### src/rtl/modport_adder_pkg.sv
// Shared types and defaults for the registered adder and its driver/dut interface.
package modport_adder_pkg;
    localparam int DEFAULT_WIDTH = 4;

    typedef logic [DEFAULT_WIDTH-1:0] operand_t;
    typedef logic [DEFAULT_WIDTH:0]   sum_t;
endpackage

### src/rtl/sum_core.sv
// Combinational zero-extended sum; the carry lands in the extra MSB.
module sum_core
    import modport_adder_pkg::*;
#(
    parameter int WIDTH = DEFAULT_WIDTH
) (
    input  logic [WIDTH-1:0] i_a,
    input  logic [WIDTH-1:0] i_b,
    output logic [WIDTH:0]   o_sum
);
    assign o_sum = {1'b0, i_a} + {1'b0, i_b};
endmodule

### src/rtl/modport_adder.sv
// Registered unsigned adder with valid/ready on both sides and a one-entry skid
// so a sum can be accepted every clock even when the consumer stalls.
module modport_adder
    import modport_adder_pkg::*;
#(
    parameter int WIDTH = DEFAULT_WIDTH
) (
    input  logic             clk,
    input  logic             rst_n,
    input  logic [WIDTH-1:0] a,
    input  logic [WIDTH-1:0] b,
    input  logic             in_valid,
    output logic             in_ready,
    output logic [WIDTH:0]   c,
    output logic             out_valid,
    input  logic             out_ready
);
    logic [WIDTH:0] w_sum;
    logic           w_accept;
    logic           w_out_free;

    logic [WIDTH:0] r_c;
    logic           r_out_valid;
    logic [WIDTH:0] r_skid;
    logic           r_skid_full;

    sum_core #(.WIDTH(WIDTH)) u_sum_core (
        .i_a   (a),
        .i_b   (b),
        .o_sum (w_sum)
    );

    assign in_ready   = !r_skid_full;
    assign w_accept   = in_valid && !r_skid_full;
    // Output register can take a new value if empty or being drained this edge.
    assign w_out_free = !r_out_valid || out_ready;

    always_ff @(posedge clk or negedge rst_n) begin
        if (!rst_n) begin
            r_c         <= '0;
            r_out_valid <= 1'b0;
            r_skid      <= '0;
            r_skid_full <= 1'b0;
        end else if (w_out_free) begin
            if (r_skid_full) begin
                r_c         <= r_skid;
                r_out_valid <= 1'b1;
                r_skid_full <= 1'b0;
            end else if (w_accept) begin
                r_c         <= w_sum;
                r_out_valid <= 1'b1;
            end else begin
                r_out_valid <= 1'b0;
            end
        end else if (w_accept) begin
            // Output is held by a stalled consumer: park the new sum.
            r_skid      <= w_sum;
            r_skid_full <= 1'b1;
        end
    end

    assign c         = r_c;
    assign out_valid = r_out_valid;
endmodule

### config.mk
export PLATFORM = sky130hd
export DESIGN_NAME = modport_adder
export DESIGN_NICKNAME = d
export VERILOG_FILES = /design/src/rtl/modport_adder_pkg.sv /design/src/rtl/sum_core.sv /design/src/rtl/modport_adder.sv
export SDC_FILE = /design/constraint.sdc
export NUM_CORES = 1
export LEC_CHECK = 0
export CORE_UTILIZATION = 30
export DETAILED_ROUTE_END_ITERATION = 16
export PLACE_DENSITY = 0.65
export SLEW_MARGIN = 20
export SYNTH_ARGS = -nofsm -noshare
export SYNTH_HDL_FRONTEND = slang
export SYNTH_SLANG_ARGS = --single-unit
### constraint.sdc
create_clock -name clk -period 1.05 [get_ports clk]
set_input_delay 0.21 -clock clk [delete_from_list [all_inputs] [get_ports clk]]
set_output_delay 0.21 -clock clk [all_outputs]
set_load 0.01 [all_outputs]
Word level (Yosys, flattened, before mapping)
Cells that the tools add are included. Widths: inputs -> output; s select.

Bits in registers: 12. Input port bits: 12. Output and inout bits: 7. Word-level logic and storage cells: 20.

Add/sub/neg operators: 1. Mux-type cells: 6. Bitwise gates (word level): 1. Reduce and logical (&&, ||, !) cells: 8.

Operators by type and width (number): $mux 5 (2); $add 4x4->5 (1); $mux 1 (4); $reduce_and 2->1 (2); $reduce_bool 2->1 (2); $logic_not 1->1 (2); $logic_and 1x1->1 (1); $logic_or 1x1->1 (1); $not 1->1 (1).

Depth between registers and ports, before layout
Gate-level depths: netlist of run 1.

Depth in word-level cells: 4. Gate-level depth with buffers: 7. Gate-level depth less buffers: 7.

Cells and area by module
A second synthesis of run 1 with hierarchy kept.

Cells, all modules: 51. Area, all modules: 680.7 µm².

By module, submodules not included: modport_adder (instances 1, cells each 35, area an instance 544.3 µm², seq. area each 300.3 µm²); sum_core (instances 1, cells each 16, area an instance 136.4 µm², seq. area each 0.0 µm²).

Worst setup path after synthesis of run 1
OpenSTA, ideal clock, no wires.

Path type: input port to flip-flop. Start: input port a[0]. End: register r_c[4] (netlist: c[4]). Arrival: 1.242 ns. Required time: 0.934 ns. Setup slack: -0.308 ns. Stages: 7. Path through: ha_1 -> inv_1 -> fa_1 -> inv_1 -> a21o_2 -> a21oi_1 -> o311ai_0.

Longest elaborated chain between the ends: 3.

Ends and longest elaborated chain: from (decl) (line modport_adder.sv:10) `input logic [WIDTH-1:0] a,`; $add 4x4->5 (line sum_core.sv:11) `assign o_sum = {1'b0, i_a} + {1'b0, i_b};`; $mux 5 (line modport_adder.sv:49) `end else if (w_accept) begin`; $mux 5 (line modport_adder.sv:45) `if (r_skid_full) begin`; to (signal assigned) (line modport_adder.sv:46) `r_c <= r_skid;`; to (signal assigned) (line modport_adder.sv:50) `r_c <= w_sum;`; to (decl) (line modport_adder.sv:22) `logic [WIDTH:0] r_c;`.

Every way passes these cells. The select of a mux whose other input is x is not followed. A chain may end at the register's enable or synchronous reset.

Final worst setup path of run 1
Start: register r_skid_full. End: register r_skid[0].

Longest elaborated chain between the ends: 3.

Ends and longest elaborated chain: from (decl) (line modport_adder.sv:25) `logic r_skid_full;`; from (signal assigned) (line modport_adder.sv:43) `r_skid_full <= 1'b0;`; from (signal assigned) (line modport_adder.sv:48) `r_skid_full <= 1'b0;`; from (signal assigned) (line modport_adder.sv:58) `r_skid_full <= 1'b1;`; $logic_not 1->1 (line modport_adder.sv:34) `assign w_accept = in_valid && !r_skid_full;`; $logic_and 1x1->1 (line modport_adder.sv:34); $reduce_and 2->1 (no source line); to (signal assigned) (line modport_adder.sv:57) `r_skid <= w_sum;`; to (decl) (line modport_adder.sv:24) `logic [WIDTH:0] r_skid;`.

Every way passes these cells.

==> summary.txt, run 1 <==
Setup-failing EPs final = 11
Initial DRC count = 9
Critical Setup Path Class = reg -> reg
Buf+Inv Stages, Crit Path = 3
Final nets = 121
Grt ovf = 0
R2r startpoint = r_skid_full
Slew Limit Fails = 0
ANT cells = 0
Met2 Use GR = 22.7%
Total power = 0.00158 W
Cell Area, Synth = 638 um^2
Wire per inst = 12.9 um
Ys flop type = dfrtp_1
VDD IR-drop max = 0.00129 V
Met1 Use GR = 20.1%
Layout fillers = 162
Global-route wire length before repair = 2.31 mm
Initial antenna violation count = 0
Arr. time, crit path = 1340 ps
Cell count after synthesis = 63
Root Driver = clkbuf_4
Violated checks = setup timing
Synth warn = 0
Max-slew headroom = 79.5%
Critical-path cell list = buf_6 > inv_4 > buf_6 > nand3b_4 > mux2_4
CTS buffer count = 3
WL final = 1.67 mm
CP max FO = 3
Hold WC Path Type = in -> async
TritonCTS clock tree = built
Synth top area share = 47.1%
Die Wd = 48.1 um
CTS Sinks = 12
Crit-path most repeated cell = buf_6
Critical Path Start = r_skid_full
Count of max-cap constraint violations = 0
Flop pwr share = 40.4%
Outcome = finished with violations
Vias in the first global route = 535
Vias/cell = 4.70
Routed vias = 606
Die height = 48.1 um
Ys async rst share = 100%
DP Worst Slack = -780 ps
Crit end category = register
Top cells by count, synth = dfrtp_1 (12), nand2_1 (10), inv_1 (6), o21ai_0 (6), a21oi_1 (5)
R2r endpoint = r_skid[0]
Crit path depth = 5
H-tree levels = 1
Internal Pwr Total = 0.00107 W
PnR worst setup slack = -134 ps
Die area = 2320 um^2
Synth area leaders = dfrtp_1 (47%), ha_1 (7.8%), nand2_1 (5.9%)
Psw = 0.000506 W
Reg2Reg Setup Slack = -130 ps
Worst-skew pair later-pin latency = 270 ps
Min Clock Period, post-route = 1180 ps
Fin util = 60.5%
# IOs = 19
Count of different cell masters after synthesis = 20
Sequential-to-total area share from yosys stat = 47.1%
Peak Freq = 845 MHz
Clock buffer depth = 2
Post-Syn Nets = 80
Number of core rows = 16
Placed insts = 118
Core Box Area = 1980 um^2
PortBufs = 18
Count leader, synth = dfrtp_1
Yosys reg bits = 12
R2R depth = 5
Largest net degree at the start of global routing = 13
Worst Tran Pin Value = 308 ps
GP Congestion = 0.737
Post-synthesis area per instance = 10.1 um^2
Cts hold-fix bufs = 0
Hold Vio Cnt, Final = 0
Global route hottest layer = met2
RSZ-0062 raised after global routing = yes
Gr usage total = 14.9%
Clk_skew = 2.31 ps
DP HPWL = 1.12 mm
Pre-antenna DRT Iters = 4
Share of cells above drive strength 1 = 68.6%
Yosys top cell by area = dfrtp_1
Net Sw Frac = 32.1%
Tcrit/Tclk final = 113%
CP max stage cell = dfrtp_1
DRC Markers = 0
Final Non-Filler Cells = 129
Initial Util = 32.2%
Clk pwr share = 17.4%
Worst Setup EP = r_skid[0]
Area Overhead vs Synth = 88.0%
Leak = 0.556 nW
GRT met3 Usage = 5.56%
Top Family by Delay on Critical Path = flip-flops
Clk slew on worst S/H paths = 70 ps
Antenna-violating nets left = 0
WP data required = 1200 ps
Slowest cell delay on critical path = 400 ps
Power per standard cell area = 1310 nW/um^2
Setup crit start kind = register
Combinational fraction of design power = 42.3%
Post-synth EDFFs = 0
[layout by cell type (no fill, tap or decap), types with 3 or more instances in the layout]
master,netlist,routed
a21oi_2,0,3
buf_2,1,8
buf_4,0,11
buf_6,0,7
buf_8,0,3
clkbuf_4,0,3
dfrtp_1,12,12
dlygate4sd2_1,0,4
ha_4,0,3
inv_2,0,5
nand2_1,10,6
nor2_4,0,3
o21ai_1,0,4
[final cells by class]
type / instances / area [um^2] / area share (%)
Clock buffer: 3 / 22.5 / 1.88
Inverter: 6 / 25.0 / 2.09
Multi-Input combinational cell: 44 / 497 / 41.4
Sequential cell: 12 / 300 / 25.0
Tap cell: 27 / 33.8 / 2.82
Timing Repair Buffer: 37 / 322 / 26.8
[worst register-to-register path: cells and delay by family (launching register included)]
family                 cells  cell delay, ps
muxes                      1             310
DFF                        1             400
and+or+nand+nor            1             100
buffers and inverters      3             270
[layer usage]
metal / part of all wire (%) / up-vias
li1: - / 296
met1: 42 / 294
met2: 53 / 16
met3: 4.7 / 0
met4: 0 / 0
met5: 0 / -
[power by group through the flow]
stage	clock, W	sequential [W]	combinational [W]
3_3_place_gp	0	0.000624	0.000493
3_5_place_dp	0	0.000629	0.000505
2_1_floorplan	0	0.000648	0.000215
4_1_cts	0.000281	0.000623	0.000561
5_1_grt	0.000304	0.000649	0.000724
6_report	0.000274	0.000636	0.000666
[stage by stage]
stage	cell area, um^2	hold WS [ps]	TNS (ps)
after global routing	1200	249	-1460
after CTS	1090	235	-453
after detailed placement	981	470	-6300
after global placement	981	459	-5920
after floorplan	677	-85.6	-757
final	1200	234	-987
[flip-flops by register name, indices dropped and copies added, names as in the netlist]
| register | cells |
|---|---|
| c | 5 |
| out_valid | 1 |
| r_skid_full | 1 |
| r_skid | 5 |
[cell families (layout without fill, tap and decap cells)]
| kind of cell | after synthesis | in the layout | synth area share (%) |
|---|---|---|---|
| and+or+nand+nor | 19 | 19 | 16.1 |
| AOI/OAI and AO/OA | 16 | 16 | 15.1 |
| DFF | 12 | 12 | 47.1 |
| buffers and inverters | 7 | 46 | 4.31 |
| adders and majority gates | 5 | 5 | 11.0 |
| muxes | 3 | 3 | 5.10 |
| xor gates and xnor gates | 1 | 1 | 1.37 |
[worst min path at each step]
stage / startpoint / to / slack [ps] / depth (start not counted)
2_1_floorplan: rst_n / c[0] / -90 / 0
3_3_place_gp: r_skid[3] / r_skid[3] / 460 / 2
3_5_place_dp: r_skid[3] / r_skid[3] / 470 / 2
4_1_cts: rst_n / r_skid_full / 240 / 2
5_1_grt: rst_n / r_skid[2] / 250 / 2
6_report: rst_n / r_skid_full / 230 / 2
[what timing repair did]
item | in CTS | in global routing
setup endpoints to repair | 17 | 14
gates resized for setup | 75 | 30
buffers inserted | 7 | 1
pin swaps | 15 | 13
Power figures use the tool's default switching activity.
==> inputs of run 2 (changes only) <==
CTS_BUF_LIST = sky130_fd_sc_hd__clkbuf_4 sky130_fd_sc_hd__clkbuf_8 sky130_fd_sc_hd__clkbuf_16   (was default)
==> results of run 2 <==
Final layout, timing and power as in run 1 (identical DEF).
